## src/rtl/video_stream_sink.sv

```systemverilog
// Avalon-ST 30-bit RGB pixel sink: checks SOP/EOP framing, reduces pixels to RGB444
// and writes them at raster addresses into a 12-bit frame buffer write port.
module video_stream_sink #(
    parameter int WIDTH  = 320,
    parameter int HEIGHT = 240,
    parameter int ADDR_W = 17
) (
    input  logic              clk,
    input  logic              reset_n,
    input  logic              en,
    input  logic [29:0]       snk_data,
    input  logic              snk_valid,
    input  logic              snk_startofpacket,
    input  logic              snk_endofpacket,
    output logic              snk_ready,
    output logic [ADDR_W-1:0] wr_address,
    output logic [11:0]       wr_data,
    output logic              wr_en,
    output logic              frame_done,
    output logic              frame_error,
    output logic [15:0]       frame_count,
    output logic [7:0]        err_count
);

    localparam logic [ADDR_W-1:0] LAST = ADDR_W'(WIDTH * HEIGHT - 1);

    typedef enum logic [1:0] {S_IDLE, S_RECV, S_DISCARD} state_t;

    state_t              r_state, w_state_nxt;
    logic [ADDR_W-1:0]   r_pix, w_pix_nxt;
    logic [ADDR_W-1:0]   w_addr;
    logic                r_ready;
    logic                w_accept, w_wr, w_done, w_err;
    logic [11:0]         r_wr_data;
    logic [ADDR_W-1:0]   r_wr_address;
    logic                r_wr_en, r_done, r_err;
    logic [15:0]         r_frame_count;
    logic [7:0]          r_err_count;
    logic                w_unused;

    function automatic logic [7:0] sat_inc8(input logic [7:0] v);
        return (v == 8'hFF) ? v : v + 8'd1;
    endfunction

    function automatic logic [11:0] to_rgb444(input logic [29:0] d);
        return {d[29:26], d[19:16], d[9:6]};
    endfunction

    assign w_unused = ^{snk_data[25:20], snk_data[15:10], snk_data[5:0]};
    assign w_accept = snk_valid & r_ready;

    always_comb begin
        w_state_nxt = r_state;
        w_pix_nxt   = r_pix;
        w_addr      = '0;
        w_wr        = 1'b0;
        w_done      = 1'b0;
        w_err       = 1'b0;
        if (w_accept) begin
            if (snk_startofpacket) begin
                // SOP always restarts at pixel 0, whatever state we were in
                w_wr = 1'b1;
                if (snk_endofpacket) begin
                    w_done      = (r_state != S_RECV) && (LAST == '0);
                    w_err       = !w_done;
                    w_state_nxt = S_IDLE;
                    w_pix_nxt   = '0;
                end else begin
                    w_err       = (r_state == S_RECV);
                    w_state_nxt = S_RECV;
                    w_pix_nxt   = ADDR_W'(1);
                end
            end else if (r_state == S_RECV) begin
                w_wr   = 1'b1;
                w_addr = r_pix;
                if (snk_endofpacket) begin
                    w_done      = (r_pix == LAST);
                    w_err       = (r_pix != LAST);
                    w_state_nxt = S_IDLE;
                    w_pix_nxt   = '0;
                end else if (r_pix == LAST) begin
                    w_err       = 1'b1;
                    w_state_nxt = S_DISCARD;
                    w_pix_nxt   = '0;
                end else begin
                    w_pix_nxt = r_pix + ADDR_W'(1);
                end
            end else if (r_state == S_DISCARD && snk_endofpacket) begin
                w_state_nxt = S_IDLE;
            end
        end
    end

    always_ff @(posedge clk or negedge reset_n) begin
        if (!reset_n) begin
            r_state       <= S_IDLE;
            r_pix         <= '0;
            r_ready       <= 1'b0;
            r_wr_en       <= 1'b0;
            r_wr_address  <= '0;
            r_wr_data     <= '0;
            r_done        <= 1'b0;
            r_err         <= 1'b0;
            r_frame_count <= '0;
            r_err_count   <= '0;
        end else begin
            r_state <= w_state_nxt;
            r_pix   <= w_pix_nxt;
            r_ready <= en;
            r_wr_en <= w_wr;
            r_done  <= w_done;
            r_err   <= w_err;
            if (w_wr) begin
                r_wr_address <= w_addr;
                r_wr_data    <= to_rgb444(snk_data);
            end
            if (w_done) r_frame_count <= r_frame_count + 16'd1;
            if (w_err)  r_err_count   <= sat_inc8(r_err_count);
        end
    end

    assign snk_ready   = r_ready;
    assign wr_en       = r_wr_en;
    assign wr_address  = r_wr_address;
    assign wr_data     = r_wr_data;
    assign frame_done  = r_done;
    assign frame_error = r_err;
    assign frame_count = r_frame_count;
    assign err_count   = r_err_count;

endmodule
```

## config.mk

```make
export PLATFORM = sky130hd
export DESIGN_NAME = video_stream_sink
export DESIGN_NICKNAME = d
export VERILOG_FILES = /design/src/rtl/video_stream_sink.sv
export SDC_FILE = /design/constraint.sdc
export NUM_CORES = 1
export LEC_CHECK = 0
export BUFFER_PORTS_ARGS = -buffer_cell sky130_fd_sc_hd__buf_2
export CORE_ASPECT_RATIO = 0.8
export CORE_MARGIN = 4
export CORE_UTILIZATION = 44
export CTS_BUF_LIST = sky130_fd_sc_hd__clkbuf_8
export DETAILED_ROUTE_END_ITERATION = 6
export PLACE_DENSITY = 0.79
export SYNTH_ARGS = -nofsm -noshare
export SYNTH_HDL_FRONTEND = slang
export SYNTH_SLANG_ARGS = --single-unit
```

## constraint.sdc

```tcl
create_clock -name clk -period 3.12 [get_ports clk]
set_input_delay 0.312 -clock clk [delete_from_list [all_inputs] [get_ports clk]]
set_output_delay 0.312 -clock clk [all_outputs]
set_load 0.05 [all_outputs]
```

### Word level (Yosys, flattened, before mapping)

Index checks and enable logic that the tools add are counted.
Widths: inputs -> output; s select.

* word-level logic and storage cells: 54
* bits in registers: 76

* eq/ne operators: 6
* bitwise gates (word level): 2
* multiplexer cells: 27
* add/subtract/negate cells: 3
* reductions and logical operators: 6

Operators with widths (count)
* $mux 17: 7
* $add 17x1->17 const B: 1
* $eq 17x17->1 const B: 1
* $ne 17x17->1 const B: 1
* $add 16x1->16 const B: 1
* $mux 1: 15
* $mux 2: 5
* $add 8x1->8 const B: 1
* $eq 8x8->1 const B: 1
* $ne 4x3->1 const B: 1
* $reduce_and 2->1: 2
* $reduce_and 3->1: 1
* $reduce_bool 3->1: 1
* $eq 2x1->1 const B: 1
* $eq 2x2->1 const B: 1
* $reduce_bool 2->1: 1
* $and 1x1->1: 1
* $logic_and 1x1->1: 1
* $not 1->1: 1

### Depth between registers and ports, before layout

Gate-level depths: netlist of the first run.

* depth in word-level cells: 7
* gate-level depth with buffers: 10
* mapped depth without buffers: 9

### Least setup slack after synthesis of the first run

Ideal clock, no wire load.

* path type: reg2reg
* start: reg r_pix[10]
* end: reg r_err_count[1], in the netlist err_count[1]
* data arrival time: 2.698 ns
* stages on the path, launching flop included: 9
* data required time: 2.995 ns
* library setup time: 0.125 ns
* clock period less this slack: 2.823 ns
* slack: 0.297 ns
* cells stage by stage: dfrtp_1 > or4b_1 > nor4_4 > buf_6 > ha_1 > and3b_1 > o221ai_1 > a41oi_1 > mux2_2

* cells in the longest elaborated chain, start to end: 7
* elaborated cells between the ends (all ways): 8
* those cells by class: eq/ne (2); mux (5); reduce/logical (1)

RTL lines
* start: declaration: RTL line 30 `logic [ADDR_W-1:0] r_pix, w_pix_nxt;`
* start signal: assignment: RTL line 108 `r_pix <= w_pix_nxt;`
* $eq 17x17->1: RTL line 81 `end else if (r_pix == LAST) begin`
* $mux 1: RTL line 81
* $mux 1 (*): RTL line 76 `if (snk_endofpacket) begin`
* $mux 1 (*): RTL line 73 `end else if (r_state == S_RECV) begin`
* $mux 1 (*): RTL line 60 `if (snk_startofpacket) begin`
* $mux 1 (*): RTL line 59 `if (w_accept) begin`
* $reduce_and 2->1 (no line) (*)
* end signal: assignment: RTL line 118 `if (w_err) r_err_count <= sat_inc8(r_err_count);`
* end: declaration: RTL line 38 `logic [7:0] r_err_count;`

Mark *: on every way between the ends. The rest lies on a longest branch, timed or not.
A chain may end at the register's enable or synchronous reset.

### Worst setup path in the final report of the first run

Ends and elaborated chain as after synthesis.

==> impl_metrics.csv, run 1 <==
group,metric,value,unit
logic_synthesis,synth_cell_types,43,
clocking,post_cts_resized,0,
sta,slew_violations,0,
clocking,cts_max_level,3,
logic_synthesis,yosys_warnings,0,
drt,drc,0,
setup_path,required,3.35,ns
setup_path,arrival,3.03,ns
drt,dr.pass1.iters,4,
sta,grt_setup_unrepaired,"no",
drt,drtIter0Drc,226,
min_path,hold_end,"snk_ready",
sta,finalHoldViolations,0,
power_and_ir_drop,peakVddDrop,0.3038,mV
floorplanning,die_w,105.6,um
clocking,cts_num_sinks,76,
min_path,hp-class,"input port to flop",
setup_path,startpoint_type,"flop",
global_routing,grt_max_degree,77,
flow_run,drv_cap,0,
clocking,ctsRootBufferMaster,"clkbuf_8",
logic_synthesis,synth_edf_count,0,
floorplanning,row_count,28,
setup_path,slowest_stage,"or4b_1",
drt,wire_per_inst,14.17,um
logic_synthesis,synth_xor_area_share,4.959,%
logic_synthesis,synth-seq-cells,76,
setup_path,crit_fanout,7,
logic_synthesis,synth_top_family_by_area,"simple AND/OR/NAND/NOR gates",
cells_and_area,syn_to_final_growth,21.22,%
setup_path,crit_chain,"or4b_1, nor4_4, ha_1, and3b_1, o221ai_1, a41oi_1, mux2_2",
floorplanning,io_pins,93,
placed_design,gp_routability_congestion,0.8936,
setup_path,reg2reg_depth,7,
global_routing,grt_overflow,0,
status,outcome,"completed",
placed_design,pre_cts_ws,0.3601,ns
sta,setup_tns,0,ns
global_routing,grt_antenna_before_repair,0,
clocking,path_clk_slew,0.08,ns
logic_synthesis,ys.flop_type,"dfrtp_1",
logic_synthesis,synthArstFlopShare,100.0,%
floorplanning,core,0.007392,mm^2
setup_path,critPathTopFamily,"simple AND/OR/NAND/NOR gates",
cells_and_area,drive_gt1_share,25.88,%
clocking,clockBufferDepth,2,
sta,setup_ws,0.3239,ns
global_routing,grt_pass1_vias,2497,
placed_design,port_buffers,74,
floorplanning,start_util,45.40,%
logic_synthesis,syn_nets,356,
logic_synthesis,synth_compound_area_share,13.35,%
logic_synthesis,synth_simple_gate_area_share,20.06,%
floorplanning,die_h,86.11,um
setup_path,criticalPathCategory,"flop to flop",
min_path,whs_path_depth,1,
setup_path,critical_path.reg2reg.startpoint,"r_pix[10]",
setup_path,worst-path-buf-inv,0,
sta,slew_headroom,37.48,%
sta,fin_crit_sh,89.62,%
clocking,cts_inserted_buffers,9,
setup_path,critPathMaxStageDelay,0.58,ns
cells_and_area,fin_nets,433,
sta,skew,0.01318,ns
logic_synthesis,muxShareOfSynthArea,0.6711,%
clocking,clk_latency,0.35,ns
global_routing,grt_pass1_wl,12.28,mm
power_and_ir_drop,p_per_area,601.8,mW/mm^2
logic_synthesis,synth_fa_ha_area_share,1.491,%
logic_synthesis,ys_seq_area_share,56.67,%
logic_synthesis,synthCells,316,
global_routing,grt_usage,16.83,%
floorplanning,die_area,0.009097,mm^2
sta,finalCriticalPeriod,2.796,ns
sta,worstMarginPinSlew,0.9378,ns
setup_path,r2r_end,"err_count[1]",
clocking,post-cts-setup-buffer-count,0,
drt,routed_wl,7.130,mm
drt,ant_nets,0,
setup_path,end_kind,"flop",
sta,setup_violations,0,
power_and_ir_drop,leakage,0.002079,uW
sta,fmax,357.6,MHz
drt,vias_per_cell,5.268,
logic_synthesis,avgSynthCellArea,10.62,um^2
clocking,holdBufCountCts,0,
placed_design,hpwl,4.823,mm
cells_and_area,diodes,0,
logic_synthesis,synth_area,0.003356,mm^2
setup_path,reg2reg_slack,0.32,ns
clocking,tritoncts,"built",
drt,vias,2650,
min_path,min_from,"en",
-- placed cells by master, fill, tap and decap left out, types with 4 or more instances in the layout --
master / n
nor2_1: 13
buf_2: 73
nand3_1: 9
buf_4: 6
o21ai_0: 18
a21oi_1: 5
ha_1: 4
a31oi_1: 9
o31ai_1: 7
a22o_1: 18
nand2_1: 59
and3_1: 7
xor2_1: 8
and4_1: 4
inv_1: 5
nor3_1: 7
dfrtp_1: 76
nand4_1: 9
nor2b_1: 4
and2_1: 4
xnor2_1: 11
clkbuf_8: 12
-- layer usage --
layer  wire length, um  global-route usage, %  up-vias
li1                  -                      -     1283
met1              3395                  22.88     1270
met2              3105                  25.41       89
met3               540                  5.643        8
met4                89                  5.882        0
met5                 0                      0        -
-- synth_stat cells, drive strengths merged, types with 2 or more instances --
cell type,count,share of area (%)
ha,4,1.5
nand4,9,1.7
a22o,18,4.7
clkbuf,9,1.0
dfrtp,76,57
o21ai,19,2.8
nor2b,4,0.75
a311oi,2,0.52
nand2,59,6.6
and3,7,1.3
and2,4,0.75
xor2,8,2.1
nor3,8,1.2
inv,4,0.45
nor4,4,1.4
a21oi,5,0.75
xnor2,11,2.9
a31oi,9,1.7
and4,4,1.0
nor2,14,1.6
buf,4,1.2
nand2b,2,0.37
mux2,2,0.67
or3,2,0.52
o31ai,7,1.6
or2,2,0.45
o22a,2,0.52
nand3,9,1.3
-- stage by stage --
step	std cells	util [%]	hold slack, ns	power (uW)	instance area, um^2
after floorplan	316	-	0.01641	1478	3356
after global placement	487	51.83	0.4237	1602	3831
after detailed placement	487	51.83	0.4214	1611	3831
after CTS	503	55.03	0.04983	2479	4068
after global routing	503	55.03	0.04501	2561	4068
final	503	55.03	0.07417	2448	4068
-- power breakdown --
group          total (uW)  internal (uW)  switching [uW]
clock                 859            513             345
combinational         468            110             357
sequential           1120           1060            66.2
total                2450           1680             769
-- state kept, by name, summed over array words and instances (netlist names) --
signal / cells
snk_ready: 1
frame_done: 1
r_state: 2
frame_count: 16
wr_en: 1
err_count: 8
wr_data: 12
frame_error: 1
r_pix: 17
wr_address: 17
-- logic make-up after synthesis --
group / Yosys count
flops: 76
mux: 2
xor+xnor: 19
fa+ha+maj: 4
compound gates: 65
buf+inv: 18
simple gates: 132
-- final cells by class --
type	count	area, um^2
clock buffers	12	165.2
clock inverters	4	71.32
fillers	659	3324
inverters	5	18.77
multi-input cells	222	1369
flip-flops and latches	76	1902
well taps	105	131.4
repair buffers	79	410.4
-- worst register-to-register path, stage by stage (launching register included) --
cell	delay (ns)
dfrtp_1	0.45
or4b_1	0.58
nor4_4	0.26
ha_1	0.15
and3b_1	0.17
o221ai_1	0.18
a41oi_1	0.49
mux2_2	0.39
-- worst max path at each step --
stage | endpoint | from | depth (start not counted) | slack, ns
floorplan | err_count[1] | r_pix[10] | 8 | 0.30
global placement | err_count[1] | r_pix[10] | 7 | 0.38
detailed placement | err_count[1] | r_pix[10] | 7 | 0.36
CTS | err_count[1] | r_pix[10] | 7 | 0.34
global route | err_count[5] | r_pix[10] | 8 | 0.18
finish | err_count[1] | r_pix[10] | 7 | 0.32
(Power assumes the default switching activity.)
==> run 2: changes to the inputs <==
CORE_UTILIZATION = 54   (was 44)
PLACE_DENSITY = 0.92   (was 0.79)
clock period = 2.7 ns   (was 3.12 ns; I/O delays follow)
==> run 2 against run 1 <==
Clock power grew 12%. Highest routed layer unchanged. Design area about the same. Global-route usage increased by 3.7 points. Critical path type unchanged. Die area decreased by 17%. Combinational power up 18%. Worst setup slack got worse by 0.23 ns. Sequential cell count stayed put. Maximum frequency rose by 7.3%. Critical endpoint is now err_count[4]. First-iteration DRC count fell by 15%. Cell count fell by 4.8%. Worst hold slack lost 0.044 ns. Non-clock buffer count rose by 1.
==> impl_metrics.csv, run 2 (synthesis gave the netlist of run 1 again) <==
group,metric,value,unit
sta,slew_headroom,38.80,%
cells_and_area,final_cell_mix,"76 x dfrtp_1, 73 x buf_2, 59 x nand2_1",
clocking,ctsRootBufferMaster,"clkbuf_8",
sta,setup_tns,0,ns
placed_design,hpwl,4.874,mm
drt,vias_per_cell,5.559,
placed_design,port_buffers,74,
floorplanning,core,0.005974,mm^2
status,outcome,"completed",
power_and_ir_drop,total_power,2809,uW
sta,holdWs,0.03060,ns
placed_design,gp_routability_congestion,0.8060,
cells_and_area,multi_input_area,0.001400,mm^2
cells_and_area,n_fill_cell,456,
placed_design,pre_cts_ws,0.1550,ns
drt,wire_per_inst,14.73,um
cells_and_area,final_area,0.004064,mm^2
global_routing,grt_usage,20.56,%
floorplanning,die_area,0.007548,mm^2
clocking,path_clk_slew,0.07,ns
global_routing,grt_pass1_wl,12.23,mm
global_routing,grt_overflow,0,
global_routing,grt_max_degree,77,
power_and_ir_drop,p_per_area,691.2,mW/mm^2
setup_path,end_kind,"flop",
cells_and_area,fin_nets,434,
sta,setup_violations,0,
clocking,clk_latency,0.34,ns
setup_path,crit_fanout,5,
drt,wirelength_met1,3.245,mm
clocking,holdBufCountCts,0,
cells_and_area,final_common_cell,"dfrtp_1",
drt,dr.pass1.iters,4,
clocking,cts_inserted_buffers,9,
sta,skew,0.003167,ns
setup_path,arrival,2.82,ns
placed_design,place_area,0.003816,mm^2
min_path,hp-class,"input port to flop",
cells_and_area,seqCellArea,0.001902,mm^2
sta,fin_crit_sh,96.51,%
sta,worstMarginPinSlew,0.9179,ns
clocking,post-cts-setup-buffer-count,0,
global_routing,grt_pass1_vias,2547,
cells_and_area,diodes,0,
clocking,post_cts_resized,0,
sta,finalHoldViolations,0,
drt,met2_length,3.251,mm
drt,ant_nets,0,
drt,vias,2663,
setup_path,criticalPathCategory,"flop to flop",
cells_and_area,syn_to_final_growth,21.10,%
clocking,cts_max_level,3,
floorplanning,die_h,78.51,um
floorplanning,io_pins,93,
drt,routed_wl,7.054,mm
setup_path,startpoint_type,"flop",
cells_and_area,drive_gt1_share,27.14,%
floorplanning,die_w,96.14,um
clocking,cts_num_sinks,76,
flow_run,drv_cap,0,
sta,slew_violations,0,
power_and_ir_drop,peakVddDrop,0.4567,mV
drt,wl_met3,519,um
power_and_ir_drop,leakage,0.002078,uW
floorplanning,row_count,25,
sta,finalCriticalPeriod,2.606,ns
floorplanning,start_util,56.17,%
drt,top_layer,"met4",
clocking,tritoncts,"built",
sta,setup_ws,0.09422,ns
drt,drtIter0Drc,193,
drt,drc,0,
sta,fmax,383.8,MHz
setup_path,required,2.92,ns
clocking,clockBufferDepth,2,
global_routing,grt_antenna_before_repair,0,
[run 2: cell count changes in the layout (fill, tap and decap cells not counted), sizes merged]
cell    previous run  this run
clkinv             1         2
inv                5         4
clkbuf            12        11
buf               79        80
[run 2: per-stage QoR]
step                util (%)  instances
floorplan                  -        316
global placement       63.87        464
detailed placement     63.87        464
CTS                    67.62        479
global route           68.02        479
finish                 68.02        479
[run 2: where the power goes]
part | internal, uW | total, uW | switching [uW] | leakage [uW]
sequential | 1220 | 1300 | 75.4 | 0.00103
clock | 564 | 961 | 397 | 0.000111
combinational | 131 | 553 | 421 | 0.000940
total | 1920 | 2810 | 894 | 0.00208
[run 2: cell type report]
| cell class | instances | area share [%] |
|---|---|---|
| tap | 81 | 2.494 |
| timing repair buffer | 80 | 10.28 |
| clock buffer | 11 | 3.725 |
| sequential | 76 | 46.80 |
| inverter | 5 | 0.4618 |
| multi-input combinational | 222 | 34.45 |
| clock inverter | 4 | 1.786 |
[run 2: worst paths after layout]
check                                  endpoint  slack (ns)        from  cells after the start
min in group asynchronous            wr_data[0]        0.06     reset_n                      1
worst max-delay path               err_count[4]        0.09   r_pix[14]                      8
worst max register to register     err_count[4]        0.09   r_pix[14]                      8
max in group asynchronous       frame_count[13]        2.06     reset_n                      1
worst min-delay path                  snk_ready        0.03          en                      1
worst min register to register       wr_data[2]        0.48  wr_data[2]                      2
[run 2: worst max-delay path, stage by stage, from the launching register on]
cell and delay (ns):
dfrtp_1 0.43, or4b_4 0.56, nor4_4 0.31, ha_1 0.28
and3b_1 0.19, o221ai_2 0.27, nor2_1 0.16, a31oi_1 0.22
a31oi_1 0.07
[run 2: layer usage]
metal	GRT usage, %	vias to the layer above
met2	30.39	80
met5	0	-
met3	7.375	6
met4	4.972	0
met1	28.88	1283
li1	-	1294
